===== src/rtl/way_age_tracker.sv =====
// ----------------------------------------------------------------------------
// way_age_tracker
//
// Tracks one saturating age counter per cache way. It feeds a downstream
// "select biggest" block, which picks the oldest valid way as the victim.
//
// - An internal tick fires once every TICK_PERIOD enabled cycles.
// - On each tick, every valid way ages by one.
// - An access or fill sets the way's age back to zero.
// - An invalidate clears the way's valid bit and its age.
//
// Ports:
//   clk_in               clock; all state changes on the rising edge
//   reset_in             synchronous active-high reset
//   tick_enable_in       advances the tick period counter
//   access_valid_in      access/hit event, one-hot way in access_way_in
//   fill_valid_in        fill event, one-hot way in fill_way_in
//   invalidate_valid_in  invalidate event, one-hot way in invalidate_way_in
//   way_flatted_out      ages, way i at [i*W +: W]
//   condition_out        per-way valid mask
//   all_valid_out        every way valid
//   tick_out             one-cycle pulse, registered copy of the internal tick
// ----------------------------------------------------------------------------
module way_age_tracker #(
  parameter int unsigned SINGLE_WAY_WIDTH_IN_BITS = 4,
  parameter int unsigned NUM_WAY                  = 16,
  parameter int unsigned TICK_PERIOD              = 8
) (
  input  logic                                          clk_in,
  input  logic                                          reset_in,
  input  logic                                          tick_enable_in,
  input  logic                                          access_valid_in,
  input  logic [NUM_WAY-1:0]                            access_way_in,
  input  logic                                          fill_valid_in,
  input  logic [NUM_WAY-1:0]                            fill_way_in,
  input  logic                                          invalidate_valid_in,
  input  logic [NUM_WAY-1:0]                            invalidate_way_in,
  output logic [SINGLE_WAY_WIDTH_IN_BITS*NUM_WAY-1:0]   way_flatted_out,
  output logic [NUM_WAY-1:0]                            condition_out,
  output logic                                          all_valid_out,
  output logic                                          tick_out
);

  localparam int unsigned W    = SINGLE_WAY_WIDTH_IN_BITS;
  // A period of 1 still needs a 1-bit counter; it simply stays at 0.
  localparam int unsigned CntW = (TICK_PERIOD > 1) ? $clog2(TICK_PERIOD) : 1;

  localparam logic [CntW-1:0] CntLast = CntW'(TICK_PERIOD - 1);
  localparam logic [CntW-1:0] CntOne  = CntW'(1);
  localparam logic [W-1:0]    AgeMax  = {W{1'b1}};
  localparam logic [W-1:0]    AgeOne  = W'(1);

  // --------------------------------------------------------------------------
  // State
  // --------------------------------------------------------------------------
  logic [CntW-1:0]    r_tick_cnt;
  logic               r_tick;
  logic [W-1:0]       r_age [NUM_WAY];
  logic [NUM_WAY-1:0] r_valid;
  logic               r_all_valid;

  // Next-state values
  logic [CntW-1:0]    w_tick_cnt_d;
  logic               w_tick;
  logic [W-1:0]       w_age_d [NUM_WAY];
  logic [NUM_WAY-1:0] w_valid_d;

  // Per-way events, with each event's valid already folded in
  logic [NUM_WAY-1:0] w_inv_hit;
  logic [NUM_WAY-1:0] w_fill_hit;
  logic [NUM_WAY-1:0] w_acc_hit;

  // --------------------------------------------------------------------------
  // Tick period counter
  // --------------------------------------------------------------------------
  always_comb begin
    w_tick       = 1'b0;
    w_tick_cnt_d = r_tick_cnt;
    if (tick_enable_in) begin
      if (r_tick_cnt == CntLast) begin
        w_tick       = 1'b1;
        w_tick_cnt_d = '0;
      end else begin
        w_tick_cnt_d = r_tick_cnt + CntOne;
      end
    end
  end

  // --------------------------------------------------------------------------
  // Per-way event decode
  // --------------------------------------------------------------------------
  always_comb begin
    w_inv_hit  = invalidate_way_in & {NUM_WAY{invalidate_valid_in}};
    w_fill_hit = fill_way_in       & {NUM_WAY{fill_valid_in}};
    // An access to an invalid way does nothing, so gate it with valid here.
    w_acc_hit  = access_way_in     & {NUM_WAY{access_valid_in}} & r_valid;
  end

  // --------------------------------------------------------------------------
  // Per-way age / valid next state
  // Priority: invalidate > fill > access > tick > hold.
  // --------------------------------------------------------------------------
  always_comb begin
    for (int i = 0; i < NUM_WAY; i++) begin
      w_age_d[i]   = r_age[i];
      w_valid_d[i] = r_valid[i];
      if (w_inv_hit[i]) begin
        w_valid_d[i] = 1'b0;
        w_age_d[i]   = '0;
      end else if (w_fill_hit[i]) begin
        // A refill of an already-valid way also restarts its age.
        w_valid_d[i] = 1'b1;
        w_age_d[i]   = '0;
      end else if (w_acc_hit[i]) begin
        w_age_d[i]   = '0;
      end else if (w_tick && r_valid[i] && (r_age[i] != AgeMax)) begin
        w_age_d[i]   = r_age[i] + AgeOne;
      end
    end
  end

  // --------------------------------------------------------------------------
  // Registers
  // --------------------------------------------------------------------------
  always_ff @(posedge clk_in) begin
    if (reset_in) begin
      r_tick_cnt  <= '0;
      r_tick      <= 1'b0;
      r_valid     <= '0;
      r_all_valid <= 1'b0;
      for (int i = 0; i < NUM_WAY; i++) begin
        r_age[i] <= '0;
      end
    end else begin
      r_tick_cnt  <= w_tick_cnt_d;
      r_tick      <= w_tick;
      r_valid     <= w_valid_d;
      // Taken from the next-state mask so it lines up with condition_out.
      r_all_valid <= &w_valid_d;
      for (int i = 0; i < NUM_WAY; i++) begin
        r_age[i] <= w_age_d[i];
      end
    end
  end

  // --------------------------------------------------------------------------
  // Outputs
  // --------------------------------------------------------------------------
  for (genvar g = 0; g < NUM_WAY; g++) begin : g_flat
    assign way_flatted_out[g*W +: W] = r_age[g];
  end

  assign condition_out = r_valid;
  assign all_valid_out = r_all_valid;
  assign tick_out      = r_tick;

endmodule


===== config.mk =====
export PLATFORM = sky130hd
export DESIGN_NAME = way_age_tracker
export DESIGN_NICKNAME = d
export VERILOG_FILES = /design/src/rtl/way_age_tracker.sv
export SDC_FILE = /design/constraint.sdc
export NUM_CORES = 1
export LEC_CHECK = 0
export ABC_CLOCK_PERIOD_IN_PS = 2300
export CAP_MARGIN = 10
export CORE_ASPECT_RATIO = 0.5
export CORE_MARGIN = 2
export CORE_UTILIZATION = 30
export CTS_BUF_LIST = sky130_fd_sc_hd__clkbuf_8 sky130_fd_sc_hd__clkbuf_16
export DETAILED_ROUTE_END_ITERATION = 8
export GPL_TIMING_DRIVEN = 1
export REMOVE_ABC_BUFFERS = 1
export SLEW_MARGIN = 20
export SYNTH_ARGS = -nofsm -noshare
export SYNTH_HDL_FRONTEND = slang
export SYNTH_SLANG_ARGS = --single-unit

===== constraint.sdc =====
create_clock -name clk_in -period 2.3 [get_ports clk_in]
set_input_delay 0.46 -clock clk_in [delete_from_list [all_inputs] [get_ports clk_in]]
set_output_delay 0.46 -clock clk_in [all_outputs]
set_load 0.03 [all_outputs]

# [Word level (Yosys, flattened, before mapping)]
# Memory sizes are Yosys's and may differ from the RTL's.
# Cells that the tools add are included.
[totals] reg_bits=21 elab_cells=210 memories=1 in_bits=54 ram_bits=64 output_inout_bits=82
[classes] bitwise_logic=20 n_reduce_logical=33 eq_ne=17 muxes=118 addsub=17
[mem_list] memory="r_age" depth=16 word_bits=4 read_ports=16 rd_ports_with_merged_regs=0 wr=16 line_no="58" rtl="logic [W-1:0] r_age [NUM_WAY];"
[op_table] operator="2-to-1 mux 4 bit" count=80
[op_table] operator="adder 4 x 1 -> 4 bit, second input constant" count=16
[op_table] operator="AND 16 bit" count=4
[op_table] operator="!= test 4 bit, second input constant" count=16
[op_table] operator="2-to-1 mux 1 bit" count=37
[op_table] operator="logical AND 1 bit" count=32
[op_table] operator="bitwise OR 1 bit" count=16
[op_table] operator="AND reduction 16 bit" count=1
[op_table] operator="adder 3 x 1 -> 3 bit, second input constant" count=1
[op_table] operator="equality test 3 bit, second input constant" count=1
[op_table] operator="2-to-1 mux 3 bit" count=1

# [Depth between registers and ports, before layout]
# Gate-level depths: netlist of the first run.
[logic_depth] word_depth=10 depth_mapped=8 mapped_depth_nobuf=6

# [Worst setup path before layout of the first run]
# OpenSTA, ideal clock, no wires.
[synth_timing] path_type="register -> register" from="register r_tick_cnt[0]" to="memory r_age[1][21] in the netlist's numbering" stages_incl_launch_ff=9 setup_ns=0.116 t_arrival_ns=1.492 slack_ns=0.692 synth_period_minus_slack_ns=1.608 path_cell_list="dfxtp_1 ha_1 ha_1 and2_1 buf_2 buf_4 nand3_1 mux2i_1 nor2_1"
[synth_lines] item="from (decl)" line_no="56" rtl="logic [CntW-1:0] r_tick_cnt;"
[synth_lines] item="from (signal assigned)" line_no="135" rtl="r_tick_cnt <= w_tick_cnt_d;"
[synth_lines] item="to (decl)" line_no="58"

==> metrics.md, run 1 <==
| Metric | Value |
|---|---|
| Sequential area share after synthesis | `0.418` |
| Cell Pwr Density | `573 nW/um^2` |
| Total routing resource utilization after global routing | `0.158` |
| Most common cell after layout, fill and taps aside | `sky130_fd_sc_hd__clkdlybuf4s50_1` |
| Buffers and inverters on the worst path | `1` |
| Number of antenna diodes | `0` |
| Warnings from Yosys | `0` |
| Category of cells accounting for the largest share of critical-path delay | `buffers and inverters` |
| TritonRoute pass-1 iters | `4` |
| X dimension of the die | `169 um` |
| First-pass GRT wire length | `between 15 and 20 mm` |
| Count of state elements after synthesis | `85` |
| Clock root buffer | `sky130_fd_sc_hd__clkbuf_16` |
| Die height | `86.4 um` |
| Distinct cell type count after synthesis | `32` |
| Number of remaining DRC errors | `0` |
| Mapped Cells | `455` |
| Number of antenna violations at the first check in global routing | `0` |
| Initial core utilization | `0.304` |
| Highest achievable clock rate | `497 MHz` |
| Post-Route Skew | `0.0115 ns` |
| Maximum single-stage delay on the critical path | `0.74 ns` |
| Via count normalized by instance count | `5.05` |
| Post CTS Setup Buffer Count | `0` |
| Worst setup EP type | `output port` |
| Worst-margin pin slew | `0.366 ns` |
| Class of the most critical setup path | `reg2out` |
| Classification of the worst-slack hold path | `reg2reg` |
| Final worst hold slack | `0.484 ns` |
| Std-Cell Core Area | `13400 um^2` |
| Num Clock Sinks | `85` |
| Number of rows in the core area | `30` |
| Die ar. | `14600 um^2` |
| Max_slew headroom | `0.755` |
| H-tree depth | `3` |
| Hold-fix buffer count after cts | `0` |
| Layout fillers | `roughly 1300` |
| Highest ir drop seen on vdd | `just over 0.3 mV` |
| Synthesized area per cell | `8.95 um^2` |
| Synth Cell Area | `4070 um^2` |
| Register clock-pin slew on the reported worst setup and hold paths | `0.07 ns` |
| Vias in the first global route | `3557` |
| Leading cell types in the layout, fill and taps excluded | `sky130_fd_sc_hd__clkdlybuf4s50_1 (135), sky130_fd_sc_hd__dfxtp_1 (85), sky130_fd_sc_hd__nor2_1 (62)` |
| Count of vias placed by the detailed router | `3906` |
| Count of pins on the block boundary | `136` |
| Part of the cycle the worst path needs | `0.874` |
| Standard cell with the maximum stage delay on the critical path | `sky130_fd_sc_hd__clkdlybuf4s50_1` |
| Required time at the endpoint of the critical path | `1.84 ns` |
| Weighted congestion at the end of routability-driven global placement | `0.773` |
| Worst Setup Start Kind | `flop` |
| Fraction of layout instances using a drive strength above 1 | `0.0503` |
| Routed WL | `11.7 mm` |
| Clock latency of the later-clocked register in the worst-skew pair | `0.35 ns` |
| Pin count of the biggest net entering global routing | `37` |
| Number of nets in the layout | `664` |
| Data arrival at the endpoint of the critical path | `~1.6 ns` |
| Setup repair after global routing missed its margin | `false` |
| Largest driver fanout on the critical path | `5` |
| Reported leakage power | `2.07 nW` |
| Area growth syn-to-layout | `47.5%` |
| IO Port Bufs | `135` |
| Number of gates given a new drive strength after cts | `0` |
| Post-DP HPWL | `around 8.6 mm` |
| Clock tree from TritonCTS | `built` |
| Post-detailed-route count of antenna-violating nets | `0` |
| Cell Chain, Critical Path | `clkdlybuf4s50_1` |
| Total of max-cap violations | `0` |
| Status | `completed` |
| Shortest period the worst path allows | `2.01 ns` |
| DRC violation total after the first TritonRoute iteration | `237` |
| Total of endpoints with negative setup slack in the final report | `0` |
| Sum of negative setup slack | `0 ns` |
| Remaining global-route overflow | `0` |
| Count of final hold-check violations | `0` |
| CTS Buffer Depth | `2` |
| Max-slew violation count | `0` |
| DR WL/cell | `15.1 um` |
| CTS buffer count | `9` |
synth_stat cells:
master                     count  area (um^2)
sky130_fd_sc_hd__and2_1        1         6.26
sky130_fd_sc_hd__o21ai_0       1         5.00
sky130_fd_sc_hd__o31ai_1      10         75.1
sky130_fd_sc_hd__nor3b_1       6         45.0
sky130_fd_sc_hd__a311oi_1      5         43.8
sky130_fd_sc_hd__nand2_1      16         60.1
sky130_fd_sc_hd__inv_1        10         37.5
sky130_fd_sc_hd__o31a_1       10         87.6
sky130_fd_sc_hd__and3_1        6         37.5
sky130_fd_sc_hd__nand3_2       1         10.0
sky130_fd_sc_hd__nor4_1        1         6.26
sky130_fd_sc_hd__nor2b_1      14         87.6
sky130_fd_sc_hd__buf_2         5         25.0
sky130_fd_sc_hd__a221oi_1     16          140
sky130_fd_sc_hd__a31oi_1      16          100
sky130_fd_sc_hd__xor2_1       12          105
sky130_fd_sc_hd__a211oi_1      3         22.5
sky130_fd_sc_hd__xnor2_1      20          175
sky130_fd_sc_hd__a21oi_1      30          150
sky130_fd_sc_hd__nand3b_1      1         7.51
sky130_fd_sc_hd__a311oi_2      5         75.1
sky130_fd_sc_hd__nand4_1      10         62.6
sky130_fd_sc_hd__ha_1         18          225
sky130_fd_sc_hd__nand3_1      53          265
sky130_fd_sc_hd__mux2i_1      18          180
sky130_fd_sc_hd__dfxtp_1      85         1700
sky130_fd_sc_hd__buf_4         3         22.5
sky130_fd_sc_hd__nor2_1       62          233
sky130_fd_sc_hd__nand2b_1      1         6.26
sky130_fd_sc_hd__buf_6         1         11.3
sky130_fd_sc_hd__clkbuf_1      9         33.8
sky130_fd_sc_hd__nor3_1        6         30.0
layer usage:
| layer | vias to the layer above | share of wire | GRT usage |
|---|---|---|---|
| met3 | 7 | 0.040 | 0.0461 |
| met2 | 70 | 0.48 | 0.259 |
| met5 | - | 0 | 0 |
| met4 | 0 | 0.0069 | 0.0392 |
| li1 | 1957 | - | - |
| met1 | 1872 | 0.47 | 0.206 |
worst paths after layout:
check	cells past startpoint	from	slack, ns	endpoint
worst min register to register	2	r_tick_cnt[1]	0.48	r_tick_cnt[1]
worst max register to register	7	r_tick_cnt[0]	0.32	r_age[1][25]
worst min-delay path	2	r_tick_cnt[1]	0.48	r_tick_cnt[1]
worst max-delay path	1	r_age[1][27]	0.29	way_flatted_out[59]
kinds of logic (layout without fill, tap and decap cells):
group	Yosys count	count (layout)	share of synthesized area
AND/OR/NAND/NOR	178	178	0.210
AO/OA/AOI/OAI	96	96	0.172
flip-flops	85	85	0.418
XOR/XNOR	32	32	0.0688
buffers and inverters	28	170	0.0319
adder cells (fa/ha/maj)	18	18	0.0553
multiplexers	18	18	0.0442
stage by stage:
stage / setup slack (ns) / instances / power [mW] / cell area (um^2) / utilization
2_1_floorplan: 0.383 / 437 / 1.65 / 3980 / -
3_3_place_gp: 0.293 / 757 / 1.87 / 5680 / 0.424
3_5_place_dp: 0.282 / 757 / 1.88 / 5680 / 0.424
4_1_cts: 0.274 / 773 / 3.48 / 6010 / 0.448
5_1_grt: 0.153 / 773 / 3.57 / 6010 / 0.448
6_report: 0.289 / 773 / 3.45 / 6010 / 0.448
flip-flops by register name, indices dropped and copies added, names as in the netlist:
signal and count:
r_age 64, condition_out 16, r_tick_cnt 3, all_valid_out 1
tick_out 1
power by group:
part | switching [mW] | internal, mW
Combinational | 0.163 | 0.163
Clock | 0.626 | 0.980
Sequential | 0.0244 | 1.49
tightest hold or removal path, stage by stage (launching register included):
cell and delay, ns:
sky130_fd_sc_hd__dfxtp_1 0.31, sky130_fd_sc_hd__nand2b_1 0.07, sky130_fd_sc_hd__a21oi_1 0.05
area by class of cell:
| cell class | instances | area [um^2] | share of cell area |
|---|---|---|---|
| well taps | 176 | 220 | 0.0366 |
| clock inverters | 6 | 87.6 | 0.0146 |
| inverters | 10 | 37.5 | 0.00625 |
| flip-flops and latches | 85 | 1700 | 0.283 |
| clock buffers | 10 | 239 | 0.0398 |
| repair buffers | 144 | 1480 | 0.247 |
| multi-input cells | 342 | 2240 | 0.373 |
No activity file was read; power rests on OpenSTA's default activity.
==> run 2: changes to the inputs <==
- CTS_CLUSTER_DIAMETER: default -> 60
==> results of run 2 <==
No change in the layout: final DEF, timing and power equal those of run 1.
